==> config.mk <==
export PLATFORM = sky130hd
export DESIGN_NAME = lsu_mem_stage
export DESIGN_NICKNAME = d
export VERILOG_FILES = /design/src/rtl/rv_lite_pkg.sv /design/src/rtl/lsu_align.sv /design/src/rtl/lsu_mem_stage.sv
export SDC_FILE = /design/constraint.sdc
export NUM_CORES = 1
export LEC_CHECK = 0
export CORE_MARGIN = 2
export CORE_UTILIZATION = 35
export CTS_CLUSTER_SIZE = 8
export DETAILED_ROUTE_END_ITERATION = 8
export PLACE_DENSITY = 0.67
export SYNTH_ARGS = -nofsm -noshare
export SYNTH_HDL_FRONTEND = slang
export SYNTH_HIERARCHICAL = 1
export SYNTH_SLANG_ARGS = --single-unit
==> constraint.sdc <==
create_clock -name clk -period 3.46 [get_ports clk]
set_clock_uncertainty 0.1 [all_clocks]
set_input_delay 1.038 -clock clk [delete_from_list [all_inputs] [get_ports clk]]
set_output_delay 1.038 -clock clk [all_outputs]
set_load 0.005 [all_outputs]
==> src/rtl/rv_lite_pkg.sv <==
// Shared encodings for the RISC-V-lite pipeline: load/store size codes,
// byte-enable patterns and the LSU access state.
package rv_lite_pkg;

  localparam logic [2:0] F3_LB  = 3'b000;
  localparam logic [2:0] F3_LH  = 3'b001;
  localparam logic [2:0] F3_LW  = 3'b010;
  localparam logic [2:0] F3_LBU = 3'b100;
  localparam logic [2:0] F3_LHU = 3'b101;
  localparam logic [2:0] F3_SB  = 3'b000;
  localparam logic [2:0] F3_SH  = 3'b001;
  localparam logic [2:0] F3_SW  = 3'b010;

  localparam logic [3:0] BE_BYTE = 4'b0001;
  localparam logic [3:0] BE_HALF = 4'b0011;
  localparam logic [3:0] BE_WORD = 4'b1111;

  typedef enum logic [1:0] {
    IDLE = 2'd0,
    REQ  = 2'd1,
    WAIT = 2'd2
  } lsu_state_t;

endpackage

==> src/rtl/lsu_align.sv <==
// Byte-lane steering for the MEM stage: store-side enables/data/alignment
// check from the EX operands, load-side lane extraction and extension.
module lsu_align
  import rv_lite_pkg::*;
#(
  parameter int N = 32
) (
  input  logic [1:0]   st_off,
  input  logic [2:0]   st_f3,
  input  logic         st_load,
  input  logic [N-1:0] st_data,
  output logic [3:0]   be,
  output logic [N-1:0] wdata,
  output logic         misalign,
  input  logic [1:0]   ld_off,
  input  logic [2:0]   ld_f3,
  input  logic [N-1:0] rdata,
  output logic [N-1:0] ld_data
);

  function automatic logic [N-1:0] ext8(input logic [7:0] b, input logic sgn);
    return {{(N-8){sgn & b[7]}}, b};
  endfunction

  function automatic logic [N-1:0] ext16(input logic [15:0] h, input logic sgn);
    return {{(N-16){sgn & h[15]}}, h};
  endfunction

  logic [3:0]   be_base;
  logic [N-1:0] masked;

  always_comb begin
    be_base  = BE_WORD;
    masked   = st_data;
    misalign = 1'b0;
    case (st_f3)
      F3_SB, F3_LBU: begin
        be_base = BE_BYTE;
        masked  = {{(N-8){1'b0}}, st_data[7:0]};
      end
      F3_SH, F3_LHU: begin
        be_base  = BE_HALF;
        masked   = {{(N-16){1'b0}}, st_data[15:0]};
        misalign = st_off[0];
      end
      default: begin
        misalign = |st_off;
      end
    endcase
    // Loads always fetch the whole word; the lane is picked on return.
    be    = st_load ? BE_WORD : (be_base << st_off);
    wdata = st_load ? '0 : (masked << {st_off, 3'b000});
  end

  always_comb begin
    case (ld_f3)
      F3_LB:   ld_data = ext8(rdata[{ld_off, 3'b000} +: 8], 1'b1);
      F3_LBU:  ld_data = ext8(rdata[{ld_off, 3'b000} +: 8], 1'b0);
      F3_LH:   ld_data = ext16(rdata[{ld_off[1], 4'b0000} +: 16], 1'b1);
      F3_LHU:  ld_data = ext16(rdata[{ld_off[1], 4'b0000} +: 16], 1'b0);
      F3_LW:   ld_data = rdata;
      default: ld_data = rdata;
    endcase
  end

endmodule

==> src/rtl/lsu_mem_stage.sv <==
// MEM stage: issues request/grant data-memory accesses for loads/stores,
// passes ALU results through, and registers results for write-back.
module lsu_mem_stage
  import rv_lite_pkg::*;
#(
  parameter int N    = 32,
  parameter int RD_W = 5
) (
  input  logic            clk,
  input  logic            rst,
  input  logic            ex_valid,
  input  logic [N-1:0]    ex_result,
  input  logic [N-1:0]    ex_store_data,
  input  logic            ex_mem_read,
  input  logic            ex_mem_write,
  input  logic [2:0]      ex_funct3,
  input  logic [RD_W-1:0] ex_rd,
  output logic            stall,
  output logic            dm_req,
  output logic            dm_we,
  output logic [N-1:0]    dm_addr,
  output logic [N-1:0]    dm_wdata,
  output logic [3:0]      dm_be,
  input  logic            dm_gnt,
  input  logic            dm_rvalid,
  input  logic [N-1:0]    dm_rdata,
  output logic            wb_valid,
  output logic [N-1:0]    wb_data,
  output logic [RD_W-1:0] wb_rd,
  output logic            misalign
);

  lsu_state_t state, state_nxt;

  logic            is_mem, pass, start, done, drop;
  logic [3:0]      be_c;
  logic [N-1:0]    wdata_c, ld_data_c;
  logic            mis_c;
  logic [1:0]      off_p1;
  logic [2:0]      f3_p1;
  logic [RD_W-1:0] rd_p1;
  logic            ld_p1;

  assign is_mem = ex_mem_read | ex_mem_write;

  lsu_align #(.N(N)) u_align (
    .st_off   (ex_result[1:0]),
    .st_f3    (ex_funct3),
    .st_load  (ex_mem_read),
    .st_data  (ex_store_data),
    .be       (be_c),
    .wdata    (wdata_c),
    .misalign (mis_c),
    .ld_off   (off_p1),
    .ld_f3    (f3_p1),
    .rdata    (dm_rdata),
    .ld_data  (ld_data_c)
  );

  always_comb begin
    state_nxt = state;
    stall     = 1'b0;
    pass      = 1'b0;
    start     = 1'b0;
    done      = 1'b0;
    drop      = 1'b0;
    case (state)
      IDLE: begin
        if (ex_valid && !is_mem) begin
          pass = 1'b1;
        end else if (ex_valid && mis_c) begin
          drop = 1'b1;
        end else if (ex_valid) begin
          start     = 1'b1;
          stall     = 1'b1;
          state_nxt = REQ;
        end
      end
      REQ: begin
        stall = 1'b1;
        if (dm_gnt) begin
          // Zero-wait memory may return in the grant cycle.
          if (dm_rvalid) begin
            done      = 1'b1;
            state_nxt = IDLE;
          end else begin
            state_nxt = WAIT;
          end
        end
      end
      WAIT: begin
        stall = 1'b1;
        if (dm_rvalid) begin
          done      = 1'b1;
          state_nxt = IDLE;
        end
      end
      default: state_nxt = IDLE;
    endcase
  end

  always_ff @(posedge clk) begin
    if (rst) state <= IDLE;
    else     state <= state_nxt;
  end

  // p1: access context captured at issue, consumed when the response returns
  always_ff @(posedge clk) begin
    if (start) begin
      off_p1 <= ex_result[1:0];
      f3_p1  <= ex_funct3;
      rd_p1  <= ex_rd;
    end
  end

  always_ff @(posedge clk) begin
    if (rst) begin
      dm_req   <= 1'b0;
      dm_we    <= 1'b0;
      dm_addr  <= '0;
      dm_wdata <= '0;
      dm_be    <= '0;
      wb_valid <= 1'b0;
      wb_data  <= '0;
      wb_rd    <= '0;
      misalign <= 1'b0;
      ld_p1    <= 1'b0;
    end else begin
      wb_valid <= 1'b0;
      misalign <= drop;
      if (pass) begin
        wb_valid <= 1'b1;
        wb_data  <= ex_result;
        wb_rd    <= ex_rd;
      end
      if (start) begin
        dm_req   <= 1'b1;
        dm_we    <= ex_mem_write & ~ex_mem_read;
        dm_addr  <= {ex_result[N-1:2], 2'b00};
        dm_be    <= be_c;
        dm_wdata <= wdata_c;
        ld_p1    <= ex_mem_read;
      end else if (state == REQ && dm_gnt) begin
        dm_req <= 1'b0;
      end
      if (done && ld_p1) begin
        wb_valid <= 1'b1;
        wb_data  <= ld_data_c;
        wb_rd    <= rd_p1;
      end
    end
  end

endmodule
==> results.rst, run 1 <==
.. list-table::
   :header-rows: 1

   * - Metric
     - Value
   * - Result of the run
     - finished, final reports clean
   * - Max-cap viol count
     - 0
   * - Fraction of layout instances using a drive strength above 1
     - 6.769%
   * - Time the final worst path needs with I/O delays and setup
     - 3.326 ns
   * - Effective utilization at floorplan
     - ~36%
   * - DR DRC count
     - 0
   * - Mean area per synthesized cell
     - 7.756 um^2
   * - FMAX
     - 300.7 MHz
   * - Gate count of the mapped netlist
     - 768
   * - Fraction of synthesized area in multiplexers
     - 2.163%
   * - Clock buffer count from CTS
     - 17
   * - Full die area
     - 18080 um^2
   * - Compound-cell area share of the yosys netlist
     - 22.68%
   * - Worst-case headroom to the max-slew limit
     - 40.61%
   * - Tightest Hold Check Type
     - reg -> reg
   * - Via density per instance
     - 5.232
   * - Register clock-pin slew on the reported worst setup and hold paths
     - 0.05 ns
   * - Bufs on Longest Clock Path
     - 2
   * - Highest ir drop seen on vdd
     - 342.8 uV
   * - Cell with the most instances after synthesis
     - sky130_fd_sc_hd__nand2_1
   * - Number of design-rule violations left by the first detailed-router iteration
     - 516
   * - Maximum number of pins on one net before global-route repair
     - 80
   * - Final standard cell area without fillers
     - approximately 8900 um^2
   * - Total routing usage reported by global routing
     - roughly 22%
   * - Required time at the worst-slack endpoint
     - 2.32 ns
   * - Area share of the largest cell type after synthesis
     - between 30% and 40%
   * - Pwr dens
     - roughly 490 nW/um^2
   * - Io pins
     - 221
   * - Actual slew at the worst max-slew pin
     - 0.8908 ns
   * - Arr. time, crit path
     - 2.19 ns
   * - Fraction of the mapped netlist area in simple logic gates
     - 24.99%
   * - Top cells by instance count after synthesis
     - 243 x sky130_fd_sc_hd__nand2_1, 110 x sky130_fd_sc_hd__dfxtp_1, 79 x sky130_fd_sc_hd__a21oi_1
   * - Leakage power figure
     - roughly 3.3 nW
   * - # setup viols final
     - 0
   * - Smallest hold slack
     - around 0.35 ns
   * - Clock root buffer
     - sky130_fd_sc_hd__clkbuf_16
   * - Number of antenna violations at the first check in global routing
     - 1
   * - DP Area
     - 8263 um^2
   * - Sum Neg Setup Slack
     - 0 ns
   * - Area growth from synthesis to final layout
     - 49.65%
   * - Number of port buffers
     - 218
   * - Path type of the worst setup path
     - in -> out
   * - Floorplan row count
     - 47
   * - Prevailing post-synth register cell
     - sky130_fd_sc_hd__dfxtp_1
   * - Vertical die dimension
     - about 130 um
   * - Number of enable-type register cells in the synthesized netlist
     - 10
   * - Layout Utilization
     - between 50 and 60%
   * - Detailed-route wire length
     - between 20000 and 25000 um
   * - WL/cell
     - 17.25 um
   * - Share of synthesized cell area in full adder, half adder and majority cells
     - 1.050%
   * - Number of iterations in the first detailed-routing pass
     - 5
   * - Distinct cells, synth
     - 49
   * - Number of H-tree branching levels
     - 4
   * - Startpoint class of the critical path
     - input pin
   * - Number of nets with antenna violations after detailed routing
     - 0
   * - Vias in the first global route
     - around 5800
   * - Synthesized cell area
     - ~6000 um^2
   * - Seq/Total Area, Yosys
     - a little over two fifths
   * - Crit path max fanout
     - 2
   * - Leading post-synthesis cells by cell area
     - sky130_fd_sc_hd__dfxtp_1 37%, sky130_fd_sc_hd__nand2_1 15%, sky130_fd_sc_hd__a21oi_1 6.6%
   * - Period utilisation layout
     - 96.13%
   * - Setup repair after global routing missed its margin
     - false
   * - Clock latency of the later-clocked register in the worst-skew pair
     - 0.41 ns
   * - Number of nets in the layout
     - 1078
   * - Synth warn
     - 6
   * - CTS tree
     - built
   * - Grt total ovfl
     - 0
   * - Die X
     - 134.5 um
   * - Gpl congestion
     - ~0.90
   * - Fraction of synthesized cell area in xor and xnor cells
     - 0%
   * - Number of max-slew violations in the final report
     - 0
   * - Main combinational cell family by area after synthesis
     - simple AND/OR/NAND/NOR gates
   * - Number of clock sinks
     - 120
   * - Number of hold-slack violations in the final timing report
     - 0
   * - Hold_buf cts
     - 0
   * - Placeable core region
     - 16580 um^2
   * - Share of async-settable or async-resettable flops after synthesis
     - 0%
   * - Sum of net half-perimeters after detailed placement
     - 14350 um
   * - Via count
     - between 6000 and 7000
   * - Endpoint type of the worst setup path
     - output pin
   * - Global-route wire length before repair
     - 31490 um
   * - Number of fill cells in the layout
     - between 1500 and 2000
   * - Post-synthesis cell type with the largest combined area
     - sky130_fd_sc_hd__dfxtp_1
   * - Overall power
     - ~4.3 mW
   * - Post-synthesis register bit count
     - 120
[sequential cells by signal (all words and copies together) (netlist names)]
name / count
misalign: 1
dm_req: 1
wb_rd: 5
rd_p1: 5
dm_be: 4
wb_valid: 1
dm_addr: 30
ld_p1: 1
state: 2
dm_we: 1
off_p1: 2
f3_p1: 3
wb_data: 32
dm_wdata: 32
[layer usage]
metal | wire length, um | part of all wire, % | vias up | GRT usage (%)
met5 | 0 | 0 | - | 0
met4 | 355 | 1.7 | 0 | 7.719
met3 | 1715 | 8.3 | 25 | 6.944
met2 | 9437 | 46 | 245 | 34.69
met1 | 9118 | 44 | 2952 | 28.81
li1 | - | - | 3035 | -
[final timing paths]
kind | from | to | slack (ns) | cells after the start
min | dm_wdata[31]$_SDFFE_PP0P_ | dm_wdata[31]$_SDFFE_PP0P_ | 0.35 | 2
max | ex_funct3[0] | stall | 0.13 | 8
max reg2reg | state[0]$_SDFFE_PP0P_ | dm_we$_SDFFE_PP0P_ | 1.05 | 8
min reg2reg | dm_wdata[31]$_SDFFE_PP0P_ | dm_wdata[31]$_SDFFE_PP0P_ | 0.35 | 2
[worst max-delay path, stage by stage]
cell	delay, ns
sky130_fd_sc_hd__dlygate4sd2_1	0.24
sky130_fd_sc_hd__o21a_1	0.20
sky130_fd_sc_hd__a21o_1	0.17
sky130_fd_sc_hd__or2_4	0.26
sky130_fd_sc_hd__inv_8	0.05
sky130_fd_sc_hd__nor2_1	0.03
sky130_fd_sc_hd__nor2_1	0.08
sky130_fd_sc_hd__buf_2	0.11
[cells by family after synthesis]
group           after synthesis
simple gates                361
compound gates              191
flops                       120
buf+inv                      79
mux                          11
fa+ha+maj                     5
other cells                   1
[power by group]
| part | switching, mW | internal, mW |
|---|---|---|
| logic | 0.452 | 0.454 |
| registers | 0.0679 | 1.50 |
| clock network | 0.648 | 1.22 |
[area by class of cell]
| cell class | count | area, um^2 | area share [%] |
|---|---|---|---|
| tap | 220 | 275.3 | 3.088 |
| antenna | 1 | 2.502 | 0.02807 |
| multi-input combinational | 570 | 3043 | 34.13 |
| inverter | 10 | 45.04 | 0.5053 |
| timing repair buffer | 243 | 2427 | 27.23 |
| clock inverter | 13 | 176.4 | 1.979 |
| clock buffer | 19 | 442.9 | 4.968 |
| sequential | 120 | 2502 | 28.07 |
[through the flow]
step,setup slack [ns],instances
3_5_place_dp,-0.5476,1159
4_1_cts,0.01126,1193
5_1_grt,0.06490,1196
3_3_place_gp,-0.5466,1159
2_1_floorplan,-0.01712,769
6_report,0.1340,1196
[placed cells by master, fill, tap and decap left out, types with 5 or more instances in the layout]
cell type	Yosys	final
sky130_fd_sc_hd__inv_1	9	9
sky130_fd_sc_hd__clkbuf_16	0	17
sky130_fd_sc_hd__nand2_1	243	243
sky130_fd_sc_hd__a221oi_1	8	8
sky130_fd_sc_hd__a311oi_1	37	37
sky130_fd_sc_hd__a22o_1	7	7
sky130_fd_sc_hd__nand3_1	6	6
sky130_fd_sc_hd__dfxtp_1	110	110
sky130_fd_sc_hd__buf_4	10	21
sky130_fd_sc_hd__buf_12	0	5
sky130_fd_sc_hd__and2_1	8	8
sky130_fd_sc_hd__a22oi_1	12	12
sky130_fd_sc_hd__ha_1	5	5
sky130_fd_sc_hd__clkdlybuf4s50_1	0	209
sky130_fd_sc_hd__a21oi_1	79	79
sky130_fd_sc_hd__nor2_1	64	64
sky130_fd_sc_hd__a221o_1	10	10
sky130_fd_sc_hd__mux2i_1	5	5
sky130_fd_sc_hd__nor2b_1	20	20
sky130_fd_sc_hd__edfxtp_1	10	10
sky130_fd_sc_hd__a211oi_1	18	18
[what timing repair did]
item | CTS | global route
gates resized for setup | 8 | 4
buffers inserted | 2 | 2
pin swaps | 3 | 3
setup endpoints to repair | 1 | 1
Note: power is estimated with default switching activity, not from simulation.
==> run 2: changes to the inputs <==
--- a/config.mk
+++ b/config.mk
@@ -9,7 +9,9 @@
 export CORE_UTILIZATION = 35
 export CTS_CLUSTER_SIZE = 8
 export DETAILED_ROUTE_END_ITERATION = 8
+export MAX_ROUTING_LAYER = met4
 export PLACE_DENSITY = 0.67
+export SETUP_SLACK_MARGIN = 0.4
 export SYNTH_ARGS = -nofsm -noshare
 export SYNTH_HDL_FRONTEND = slang
 export SYNTH_HIERARCHICAL = 1
==> results.rst, run 2 (synthesis results as in run 1) <==
.. list-table::
   :header-rows: 1

   * - Metric
     - Value
   * - Number of nets in the layout
     - 1091 (was 1078)
   * - Clock buffer count from CTS
     - 17 (unchanged)
   * - WL/cell
     - 17.29 um (was 17.25 um)
   * - Family with the most delay on the worst path
     - buffers and inverters (unchanged)
   * - Vias in the first global route
     - 5921 (was 5803)
   * - Number of antenna violations at the first check in global routing
     - 1 (unchanged)
   * - Hold_buf cts
     - 0 (unchanged)
   * - Crit path max fanout
     - 2 (unchanged)
   * - DR DRC count
     - 0 (unchanged)
   * - Grt total ovfl
     - 0 (unchanged)
   * - Via count
     - 6315 (was 6257)
   * - Commonest cells after routing, fill and taps aside
     - 243 x sky130_fd_sc_hd__nand2_1, 209 x sky130_fd_sc_hd__clkdlybuf4s50_1, 110 x sky130_fd_sc_hd__dfxtp_1 (unchanged)
   * - Register clock-pin slew on the reported worst setup and hold paths
     - 0.05 ns (about the same)
   * - Number of H-tree branching levels
     - 4 (unchanged)
   * - Endpoint type of the worst setup path
     - output pin (unchanged)
   * - Maximum number of pins on one net before global-route repair
     - 80 (unchanged)
   * - Clock root buffer
     - sky130_fd_sc_hd__clkbuf_16 (unchanged)
   * - Largest regs
     - dm_wdata: 32 flops, wb_data: 32 flops, dm_addr: 30 flops (unchanged)
   * - Number of port buffers
     - 218 (unchanged)
   * - Setup slack after placement
     - -0.5476 ns (unchanged)
   * - Full die area
     - 18080 um^2 (unchanged)
   * - Leakage power figure
     - 3.295 nW (was 3.258 nW)
   * - Total routing usage reported by global routing
     - 23.05% (was 22.11%)
   * - # setup viols final
     - 0 (unchanged)
   * - Crit path buffers/inverters
     - 3 (unchanged)
   * - Time the final worst path needs with I/O delays and setup
     - 3.148 ns (was 3.326 ns)
   * - Clock latency of the later-clocked register in the worst-skew pair
     - 0.41 ns (about the same)
   * - Tightest Hold Check Type
     - reg -> reg (unchanged)
   * - Actual slew at the worst max-slew pin
     - 0.9028 ns (was 0.8908 ns)
   * - Fraction of layout instances using a drive strength above 1
     - 8.603% (was 6.769%)
   * - Detailed-route wire length
     - 20900 um (was 20630 um)
   * - Highest ir drop seen on vdd
     - 338.6 uV (was 342.8 uV)
   * - Multi-input gate area
     - 3050 um^2 (was 3043 um^2)
   * - CTS tree
     - built (unchanged)
   * - Leading cell type in the layout, fill and taps excluded
     - sky130_fd_sc_hd__nand2_1 (unchanged)
   * - Chain of cells forming the critical path
     - clkdlybuf4s15_1 > a21o_1 > or2_4 > inv_8 > nor2_2 > nor2_1 > buf_2 (was dlygate4sd2_1 > o21a_1 > a21o_1 > or2_4 > inv_8 > nor2_1 > nor2_1 > buf_2)
   * - Required time at the worst-slack endpoint
     - 2.32 ns (about the same)
   * - Number of nets with antenna violations after detailed routing
     - 0 (unchanged)
   * - Pwr dens
     - 490.2 nW/um^2 (was 487.4 nW/um^2)
   * - Number of max-slew violations in the final report
     - 0 (unchanged)
   * - Cell with the largest stage delay on the worst path
     - sky130_fd_sc_hd__or2_4 (unchanged)
   * - FMAX
     - 317.7 MHz (was 300.7 MHz)
   * - Number of iterations in the first detailed-routing pass
     - 7 (was 5)
   * - Max-cap viol count
     - 0 (unchanged)
   * - Die X
     - 134.5 um (unchanged)
   * - Final standard cell count with taps included and fillers excluded
     - 1209 (was 1196)
   * - Setup repair after global routing missed its margin
     - true (was false)
   * - Layout Utilization
     - 54.32% (was 53.76%)
   * - Sum of net half-perimeters after detailed placement
     - 14350 um (unchanged)
   * - Number of clock sinks
     - 120 (unchanged)
   * - Floorplan row count
     - 47 (unchanged)
   * - Result of the run
     - finished, final reports clean (unchanged)
   * - Global-route wire length before repair
     - 31820 um (was 31490 um)
   * - Gpl congestion
     - 0.9203 (was 0.9048)
   * - Number of instances in the placed design
     - 1159 (unchanged)
   * - Final setup margin
     - 0.3124 ns (was 0.1340 ns)
   * - Via density per instance
     - 5.223 (was 5.232)
   * - Startpoint class of the critical path
     - input pin (unchanged)
   * - Arr. time, crit path
     - 2.01 ns (was 2.19 ns)
   * - Reg-to-reg setup timing slack
     - 0.52 ns (was 1.05 ns)
   * - Io pins
     - 221 (unchanged)
   * - Number of fill cells in the layout
     - 1585 (was 1604)
   * - Period utilisation layout
     - 90.97% (was 96.13%)
   * - Storage element area
     - 2502 um^2 (unchanged)
   * - Number of design-rule violations left by the first detailed-router iteration
     - 423 (was 516)
   * - Area growth from synthesis to final layout
     - 51.23% (was 49.65%)
   * - Placeable core region
     - 16580 um^2 (unchanged)
   * - Delay contributed by the slowest stage of the critical path
     - 0.26 ns (about the same)
   * - Number of hold-slack violations in the final timing report
     - 0 (unchanged)
   * - Path type of the worst setup path
     - in -> out (unchanged)
   * - Bufs on Longest Clock Path
     - 2 (unchanged)
   * - Worst-case headroom to the max-slew limit
     - 39.81% (was 40.61%)
   * - Effective utilization at floorplan
     - 35.92% (unchanged)
   * - Vertical die dimension
     - 134.5 um (unchanged)
-- run 2: changes by cell type in the layout (fill, tap and decap cells not counted), sizes merged --
| cell | previous run | this run |
|---|---|---|
| clkdlybuf4s15 | 0 | 2 |
| buf | 27 | 43 |
| dlymetal6s2s | 3 | 0 |
| clkbuf | 19 | 20 |
| dlygate4sd2 | 4 | 1 |
-- run 2: worst reg2reg max path, stage by stage, from the launching register on --
cell	delay (ns)
sky130_fd_sc_hd__dfxtp_1	0.35
sky130_fd_sc_hd__inv_1	0.12
sky130_fd_sc_hd__ha_1	0.27
sky130_fd_sc_hd__o211ai_1	0.15
sky130_fd_sc_hd__buf_4	0.16
sky130_fd_sc_hd__buf_4	0.12
sky130_fd_sc_hd__buf_4	0.12
sky130_fd_sc_hd__buf_4	0.12
sky130_fd_sc_hd__buf_4	0.12
sky130_fd_sc_hd__buf_4	0.12
sky130_fd_sc_hd__buf_4	0.12
sky130_fd_sc_hd__buf_4	0.12
sky130_fd_sc_hd__buf_4	0.12
sky130_fd_sc_hd__buf_4	0.12
sky130_fd_sc_hd__buf_4	0.12
sky130_fd_sc_hd__buf_4	0.13
sky130_fd_sc_hd__buf_4	0.13
sky130_fd_sc_hd__buf_4	0.12
sky130_fd_sc_hd__nor3b_2	0.14
-- run 2: power breakdown --
part           switching, mW  internal (mW)  total [mW]
combinational          0.475          0.502       0.977
sequential            0.0676           1.50        1.57
clock                  0.649           1.22        1.87
total                   1.19           3.23        4.42
-- run 2: final cells by class --
type	count	area share, %
multi-input cells	570	33.86
repair buffers	256	27.90
flip-flops and latches	120	27.78
clock buffers	19	4.917
well taps	220	3.056
clock inverters	13	1.958
inverters	10	0.5000
diodes	1	0.02778
-- run 2: metal layers --
layer  vias up  part of all wire [%]  track usage [%]
met2       286                    46            35.09
li1       3066                     -                -
met1      2932                    44            29.49
met4         0                   2.0            8.363
met3        31                   8.5            6.231
met5         -                     0                -
-- run 2: repair_timing --
item,CTS,global route
resized for setup,25,4
cloned,0,0
buffers inserted,15,2
pin swaps,5,3
endpoints found under the setup margin,1,2
-- run 2: per-stage QoR --
stage / power (mW) / area (um^2) / hold WS, ns / TNS, ns
global route: 4.593 / 9009 / 0.3704 / 0
detailed placement: 2.507 / 8263 / 0.3469 / -0.5639
global placement: 2.501 / 8263 / 0.3413 / -0.5466
CTS: 4.437 / 8989 / 0.3545 / 0
finish: 4.416 / 9009 / 0.3519 / 0
floorplan: 2.084 / 6020 / 0.3366 / -0.01712
-- run 2: path summary, 6_finish.rpt --
| kind | startpoint | endpoint | cells past startpoint |
|---|---|---|---|
| worst max-delay path | ex_result[1] | stall | 7 |
| worst min-delay path | dm_wdata[31]$_SDFFE_PP0P_ | dm_wdata[31]$_SDFFE_PP0P_ | 2 |
| worst max register to register | state[0]$_SDFFE_PP0P_ | misalign$_SDFF_PP0_ | 18 |
| worst min register to register | dm_wdata[31]$_SDFFE_PP0P_ | dm_wdata[31]$_SDFFE_PP0P_ | 2 |
